[src/rtl/sys_spi_master.sv]
// SPI mode-0 master for the MCU command protocol: opcode byte plus cmd_len payload
// bytes, MSB first, payload from the tx stream or zero-filled with MISO bytes returned on rx.
module sys_spi_master #(
   parameter int CLK_DIV = 4,
   parameter int CS_GAP  = 8
) (
   input  logic        clk,
   input  logic        resetn,
   input  logic        cmd_valid,
   output logic        cmd_ready,
   input  logic [7:0]  cmd_byte,
   input  logic [23:0] cmd_len,
   input  logic        cmd_rd,
   input  logic [7:0]  tx_data,
   input  logic        tx_valid,
   output logic        tx_ready,
   output logic [7:0]  rx_data,
   output logic        rx_valid,
   output logic        busy,
   output logic        done,
   output logic        sspi_cs,
   output logic        sspi_clk,
   output logic        sspi_mosi,
   input  logic        sspi_miso
);

   typedef enum logic [2:0] {IDLE, LOW, HIGH, FETCH, TAIL, GAP} state_t;

   localparam logic [7:0] DIV_LAST = 8'(CLK_DIV - 1);
   localparam logic [7:0] GAP_LAST = 8'(CS_GAP - 1);

   state_t      state_q, state_d;
   logic [7:0]  cnt_q, cnt_d;
   logic [2:0]  bit_q, bit_d;
   logic [7:0]  tx_sh_q, tx_sh_d;
   logic [7:0]  rx_sh_q, rx_sh_d;
   logic [23:0] rem_q, rem_d;
   logic        rd_q, rd_d;
   logic        op_q, op_d;
   logic        cs_q, cs_d;
   logic        sclk_q, sclk_d;
   logic        mosi_q, mosi_d;
   logic        tx_ready_q, tx_ready_d;
   logic        rx_valid_q, rx_valid_d;
   logic [7:0]  rx_data_q, rx_data_d;
   logic        busy_q, busy_d;
   logic        done_q, done_d;
   logic        more;

   always_comb begin
      state_d    = state_q;
      cnt_d      = cnt_q;
      bit_d      = bit_q;
      tx_sh_d    = tx_sh_q;
      rx_sh_d    = rx_sh_q;
      rem_d      = rem_q;
      rd_d       = rd_q;
      op_d       = op_q;
      cs_d       = cs_q;
      sclk_d     = sclk_q;
      mosi_d     = mosi_q;
      rx_data_d  = rx_data_q;
      busy_d     = busy_q;
      tx_ready_d = 1'b0;
      rx_valid_d = 1'b0;
      done_d     = 1'b0;
      more       = 1'b0;
      case (state_q)
         IDLE: begin
            // busy_q in IDLE marks the one cycle between accept and CS falling
            if (busy_q) begin
               cs_d    = 1'b0;
               sclk_d  = 1'b0;
               mosi_d  = tx_sh_q[7];
               bit_d   = 3'd0;
               cnt_d   = 8'd0;
               state_d = LOW;
            end else if (cmd_valid) begin
               tx_sh_d = cmd_byte;
               rem_d   = cmd_len;
               rd_d    = cmd_rd;
               op_d    = 1'b1;
               busy_d  = 1'b1;
            end
         end
         LOW: begin
            if (cnt_q == DIV_LAST) begin
               cnt_d   = 8'd0;
               sclk_d  = 1'b1;
               rx_sh_d = {rx_sh_q[6:0], sspi_miso};
               state_d = HIGH;
            end else begin
               cnt_d = cnt_q + 8'd1;
            end
         end
         HIGH: begin
            if (cnt_q == DIV_LAST) begin
               cnt_d  = 8'd0;
               sclk_d = 1'b0;
               if (bit_q != 3'd7) begin
                  bit_d   = bit_q + 3'd1;
                  tx_sh_d = {tx_sh_q[6:0], 1'b0};
                  mosi_d  = tx_sh_q[6];
                  state_d = LOW;
               end else begin
                  bit_d = 3'd0;
                  op_d  = 1'b0;
                  // the opcode byte does not consume length and its MISO byte is dropped
                  if (op_q) begin
                     more = (rem_q != 24'd0);
                  end else begin
                     more  = (rem_q > 24'd1);
                     rem_d = (rem_q != 24'd0) ? rem_q - 24'd1 : 24'd0;
                     if (rd_q) begin
                        rx_valid_d = 1'b1;
                        rx_data_d  = rx_sh_q;
                     end
                  end
                  state_d = more ? FETCH : TAIL;
               end
            end else begin
               cnt_d = cnt_q + 8'd1;
            end
         end
         FETCH: begin
            if (rd_q) begin
               tx_sh_d = 8'h00;
               mosi_d  = 1'b0;
               cnt_d   = 8'd0;
               state_d = LOW;
            end else if (tx_valid) begin
               tx_ready_d = 1'b1;
               tx_sh_d    = tx_data;
               mosi_d     = tx_data[7];
               cnt_d      = 8'd0;
               state_d    = LOW;
            end
         end
         TAIL: begin
            if (cnt_q == DIV_LAST) begin
               cnt_d   = 8'd0;
               cs_d    = 1'b1;
               mosi_d  = 1'b0;
               state_d = GAP;
            end else begin
               cnt_d = cnt_q + 8'd1;
            end
         end
         GAP: begin
            if (cnt_q == GAP_LAST) begin
               cnt_d   = 8'd0;
               done_d  = 1'b1;
               busy_d  = 1'b0;
               state_d = IDLE;
            end else begin
               cnt_d = cnt_q + 8'd1;
            end
         end
         default: state_d = IDLE;
      endcase
   end

   always_ff @(posedge clk or negedge resetn) begin
      if (!resetn) begin
         state_q    <= IDLE;
         cnt_q      <= 8'd0;
         bit_q      <= 3'd0;
         tx_sh_q    <= 8'd0;
         rx_sh_q    <= 8'd0;
         rem_q      <= 24'd0;
         rd_q       <= 1'b0;
         op_q       <= 1'b0;
         cs_q       <= 1'b1;
         sclk_q     <= 1'b0;
         mosi_q     <= 1'b0;
         tx_ready_q <= 1'b0;
         rx_valid_q <= 1'b0;
         rx_data_q  <= 8'd0;
         busy_q     <= 1'b0;
         done_q     <= 1'b0;
      end else begin
         state_q    <= state_d;
         cnt_q      <= cnt_d;
         bit_q      <= bit_d;
         tx_sh_q    <= tx_sh_d;
         rx_sh_q    <= rx_sh_d;
         rem_q      <= rem_d;
         rd_q       <= rd_d;
         op_q       <= op_d;
         cs_q       <= cs_d;
         sclk_q     <= sclk_d;
         mosi_q     <= mosi_d;
         tx_ready_q <= tx_ready_d;
         rx_valid_q <= rx_valid_d;
         rx_data_q  <= rx_data_d;
         busy_q     <= busy_d;
         done_q     <= done_d;
      end
   end

   assign cmd_ready = (state_q == IDLE) && !busy_q;
   assign tx_ready  = tx_ready_q;
   assign rx_valid  = rx_valid_q;
   assign rx_data   = rx_data_q;
   assign busy      = busy_q;
   assign done      = done_q;
   assign sspi_cs   = cs_q;
   assign sspi_clk  = sclk_q;
   assign sspi_mosi = mosi_q;

endmodule

[config.mk]
export PLATFORM = sky130hd
export DESIGN_NAME = sys_spi_master
export DESIGN_NICKNAME = d
export VERILOG_FILES = /design/src/rtl/sys_spi_master.sv
export SDC_FILE = /design/constraint.sdc
export NUM_CORES = 1
export LEC_CHECK = 0
export BUFFER_PORTS_ARGS = -buffer_cell sky130_fd_sc_hd__buf_2
export CELL_PAD_IN_SITES_DETAIL_PLACEMENT = 0
export CELL_PAD_IN_SITES_GLOBAL_PLACEMENT = 2
export CORE_MARGIN = 3
export CORE_UTILIZATION = 38
export DETAILED_ROUTE_END_ITERATION = 10
export PLACE_DENSITY_LB_ADDON = 0.1
export SYNTH_ARGS = -nofsm -noshare
export SYNTH_HDL_FRONTEND = slang
export SYNTH_SLANG_ARGS = --single-unit
[constraint.sdc]
create_clock -name clk -period 6 [get_ports clk]
set_input_delay 0.9 -clock clk [delete_from_list [all_inputs] [get_ports clk]]
set_output_delay 0.9 -clock clk [all_outputs]
set_load 0.01 [all_outputs]
After elaboration in Yosys (flattened, before gate mapping)
Cells that the tools add are included.

Register bits after elaboration: 71. Output and inout bits: 16. Word-level logic and storage cells: 135.

$add $sub $neg: 3. Magnitude comparators: 1. Eq/ne operators: 19. Muxes and demuxes: 68. Bitwise operators: 3. Reduce and logical (&&, ||, !) cells: 25.

Operator list (number): 24-bit 2-to-1 mux (6); 8-bit 2-to-1 mux (11); 24-bit case mux with 2 select lines (1); 3-bit 2-to-1 mux (12); 8-bit case mux with 4 select lines (1); 1-bit 2-to-1 mux (29); 24-bit by 1-bit greater-than comparator with 1-bit output, second input constant (1); 8-bit case mux with 3 select lines (1); 6-bit AND reduction (4); 24-bit nonzero test (1); 24-bit by 1-bit subtractor with 24-bit output, second input constant (1); 2-bit inequality test, second input constant (10); 3-bit case mux with 6 select lines (1); 3-bit AND reduction (4); 5-bit AND reduction (2); 8-bit by 1-bit adder with 8-bit output, second input constant (1); 8-bit by 2-bit equality test with 1-bit output, second input constant (1); 8-bit by 3-bit equality test with 1-bit output, second input constant (1); 4-bit nonzero test (2); 3-bit by 2-bit equality test with 1-bit output, second input constant (2); 3-bit equality test, second input constant (2); 3-bit inequality test, second input constant (2); 1-bit case mux with 2 select lines (3); 3-bit case mux with 2 select lines (1); other kinds (13) (19).

Depth between registers and ports, before layout
Depth in word-level cells: 9. Mapped depth: 8.

Worst setup path after synthesis
Ideal clock, no wire load.

Path type: register -> register. From: register cnt_q[0]. To: register tx_sh_q[0]. Library setup time: 125 ps. Arrival time: 2073 ps. Setup slack: 3802 ps. Cell stages (with the launch flop): 8. Period minus slack after synthesis: 2198 ps. Cell sequence: dfrtp_1 -> ha_1 -> nor3b_1 -> nand2_1 -> a22o_1 -> a211o_1 -> clkbuf_1 -> mux2_2.

Word-level cells in the longest chain between the ends: 3.

Ends and longest elaborated chain: start: declaration (RTL line 33) `logic [7:0] cnt_q, cnt_d;`; start signal: assignment (RTL line 183) `cnt_q <= cnt_d;`; 8-bit by 2-bit equality test with 1-bit output (RTL line 97) `if (cnt_q == DIV_LAST) begin`; 2-bit inequality test (no source line); 6-bit AND reduction (no source line); end signal: assignment (RTL line 185) `tx_sh_q <= tx_sh_d;`; end: declaration (RTL line 35) `logic [7:0] tx_sh_q, tx_sh_d;`.

No other way between the ends. A chain may end at the register's enable or synchronous reset.

Worst setup path in the final report
From: register state_q[0]. To: register rx_data_q[3] (netlist: rx_data[3]).

Word-level cells in the longest chain between the ends: 2.

Ends and longest elaborated chain: start: declaration (RTL line 32) `state_t state_q, state_d;`; start signal: assignment (RTL line 182) `state_q <= state_d;`; 3-bit by 2-bit equality test with 1-bit output (RTL line 68) `case (state_q)`; 5-bit AND reduction (no source line); end signal: assignment (RTL line 195) `rx_data_q <= rx_data_d;`; end: declaration (RTL line 45) `logic [7:0] rx_data_q, rx_data_d;`.

No other way between the ends.

==> flow_metrics.env <==
export IMPL_status="complete, no violations"
export IMPL_critPathArrivalTime_ns=3.35
export IMPL_drc=0
export IMPL_syn_nets=473
export IMPL_grt_start_max_net_pins=72
export IMPL_ios=62
export IMPL_total_power_uw=1800
export IMPL_endpoint_kind="flip-flop"
export IMPL_area_delta_synth_final_pct=14.7
export IMPL_rsz0062_at_grt="false"
export IMPL_min_path_cells=1
export IMPL_irDropWorstVdd_v=0.000137
export IMPL_cts_hold_buf=0
export IMPL_synth_cells=421
export IMPL_crit_family="simple AND/OR/NAND/NOR gates"
export IMPL_synth_most_common_cell="dfrtp_1"
export IMPL_drt_vias_per_instance=5.48
export IMPL_leakagePower_uw=0.00210
export IMPL_yosys_warnings=0
export IMPL_seq_area_frac_synth_pct=44.7
export IMPL_yosys_top_cells_count="70 x dfrtp_1, 42 x nand2_1, 40 x o21ai_0"
export IMPL_num_antenna_cells=0
export IMPL_grt_pass1_vias=3244
export IMPL_fin_nets=523
export IMPL_antenna_left=0
export IMPL_clock_sinks=71
export IMPL_synth_top_cell_area_share_pct=44.1
export IMPL_async_reset_ff_share_pct=100
export IMPL_hold_viol=0
export IMPL_critPathSlowestCell="nor3b_1"
export IMPL_cpMostUsedCell="nor3b_1"
export IMPL_maxSlewHeadroom_pct=20.2
export IMPL_rows=36
export IMPL_initial_core_util_pct=39.9
export IMPL_yosysUniqueCellTypes=56
export IMPL_numCtsBuffers=9
export IMPL_ys_ff_latch=71
export IMPL_root_buffer="clkbuf_8"
export IMPL_min_period_over_period_pct=51.8
export IMPL_nFillCells=987
export IMPL_drt_pass1_iter_count=4
export IMPL_worstSkewPairLatency_ns=0.35
export IMPL_drive_gt1_share_pct=24.8
export IMPL_core_um2=9950
export IMPL_port_buffers=61
export IMPL_crit_chain="nor3b_1 -> nand4_1 -> nor3b_1 -> mux2_2"
export IMPL_h_tree_depth=3
export IMPL_grt_overflow_total=0
export IMPL_die_h_um=108
export IMPL_synth_edf_count=0
export IMPL_critPathKind="flip-flop to flip-flop"
export IMPL_p_per_area_nw_per_um2=394
export IMPL_dieArea_um2=11700
export IMPL_wl_um=9640
export IMPL_cts_buffer_depth=2
export IMPL_drv_slew=0
export IMPL_dp_hpwl_um=6570
export IMPL_reg2reg_depth=4
export IMPL_worst_slew_pin_slew_ns=1.19
export IMPL_antenna_found_initial=0
export IMPL_place_inst=593
export IMPL_synthTopCellsByArea="dfrtp_1 44%, mux2_2 7.1%, a22o_1 5.3%"
export IMPL_drt_iter0_markers=152
export IMPL_cp_max_fo=19
export IMPL_setup_violations=0
export IMPL_drv_cap=0
export IMPL_cp_num_cells=4
export IMPL_fin_tns_setup_ns=0
export IMPL_synth_top_area_cell="dfrtp_1"
export IMPL_synth_area_um2=3980
export IMPL_crit_path_start_kind="flip-flop"
export IMPL_grt_usage_pct=17.2
export IMPL_wl_per_cell_um=15.8
export IMPL_hp_class="flip-flop to flip-flop"
export IMPL_cp_num_buf_inv=0
export IMPL_layout_cells_non_filler=609
export IMPL_grt_pass1_wl_um=16200
export IMPL_die_width_um=108
export IMPL_via_count=3339
export IMPL_fin_worst_skew_ns=0.0111
export IMPL_layout_min_cycle_time_ns=3.11
export IMPL_cts_resized=0
export IMPL_cts_tree="done"
export IMPL_required_ns=6.24
export IMPL_avgSynthCellArea_um2=9.44
export IMPL_path_clk_slew_ns=0.09
export IMPL_postCtsSetupRepairBufs=0
export IMPL_synth_top_flop_cell="dfrtp_1"
export IMPL_max_freq_mhz=322
export IMPL_routabilityCongestion=0.777
export IMPL_max_stage_delay_ns=1.01
==> logic make-up after synthesis <==
group           after synthesis  synth area share (%)
fa+ha+maj                     7                  2.14
xor+xnor                      5                  1.10
flops                        71                  44.7
compound gates              120                  21.0
simple gates                149                  19.3
buf+inv                      42                  4.22
mux                          27                  7.58
==> where the power goes <==
group	total (uW)	internal, uW	switching [uW]
Combinational	621	284	337
Clock	370	158	212
Sequential	806	630	176
==> routing by layer <==
layer | vias to the layer above | part of all wire (%) | track usage [%]
li1 | 1667 | - | -
met4 | 0 | 1.1 | 4.60
met2 | 65 | 46 | 27.2
met3 | 8 | 4.0 | 3.70
met5 | - | 0 | 0
met1 | 1599 | 49 | 23.9
==> layout make-up <==
type                    count  area, um2  area share, %
clock buffers               9        124           2.72
clock inverters             7       61.3           1.34
inverters                  17       63.8           1.40
multi-input cells         308       2040           44.7
flip-flops and latches     71       1780           39.0
well taps                 133        166           3.65
repair buffers             64        328           7.19
==> cell usage in the layout (no fill, tap or decap), drive strengths merged, types with 7 or more instances in the layout <==
master	netlist	layout
a21o	7	7
a21oi	7	7
a221oi	8	8
a22o	25	25
buf	10	64
clkbuf	15	9
dfrtp	70	70
inv	16	20
mux2	25	25
nand2	42	42
nand3	9	9
nor2	30	30
nor3	14	14
nor3b	8	8
nor4	13	13
o21ai	43	43
o31ai	7	7
==> state kept, by name, summed over array words and instances, names as in the netlist, 3 cells and up <==
name,flops
state_q,3
rx_data,8
bit_q,3
rem_q,24
rx_sh_q,8
tx_sh_q,8
cnt_q,8
==> worst paths after layout <==
kind	start	end	slack, ns
worst min register to register	rx_sh_q[7]	rx_sh_q[7]	0.51
worst min-delay path	rx_sh_q[7]	rx_sh_q[7]	0.51
max in group asynchronous	resetn	bit_q[1]	4.64
worst max-delay path	state_q[0]	rx_data[3]	2.89
min in group asynchronous	resetn	cnt_q[6]	0.76
worst max register to register	state_q[0]	rx_data[3]	2.89
==> metrics by stage <==
| step | worst slack (ns) | area (um2) | hold slack, ns | util, % |
|---|---|---|---|---|
| after floorplan | 3.80 | 3980 | 0.470 | - |
| after global placement | 2.97 | 4370 | 0.482 | 43.9 |
| after detailed placement | 2.78 | 4370 | 0.490 | 43.9 |
| after CTS | 2.78 | 4560 | 0.508 | 45.8 |
| after global routing | 2.49 | 4560 | 0.522 | 45.8 |
| final | 2.89 | 4560 | 0.506 | 45.8 |
Note: power is estimated with default switching activity, not from simulation.
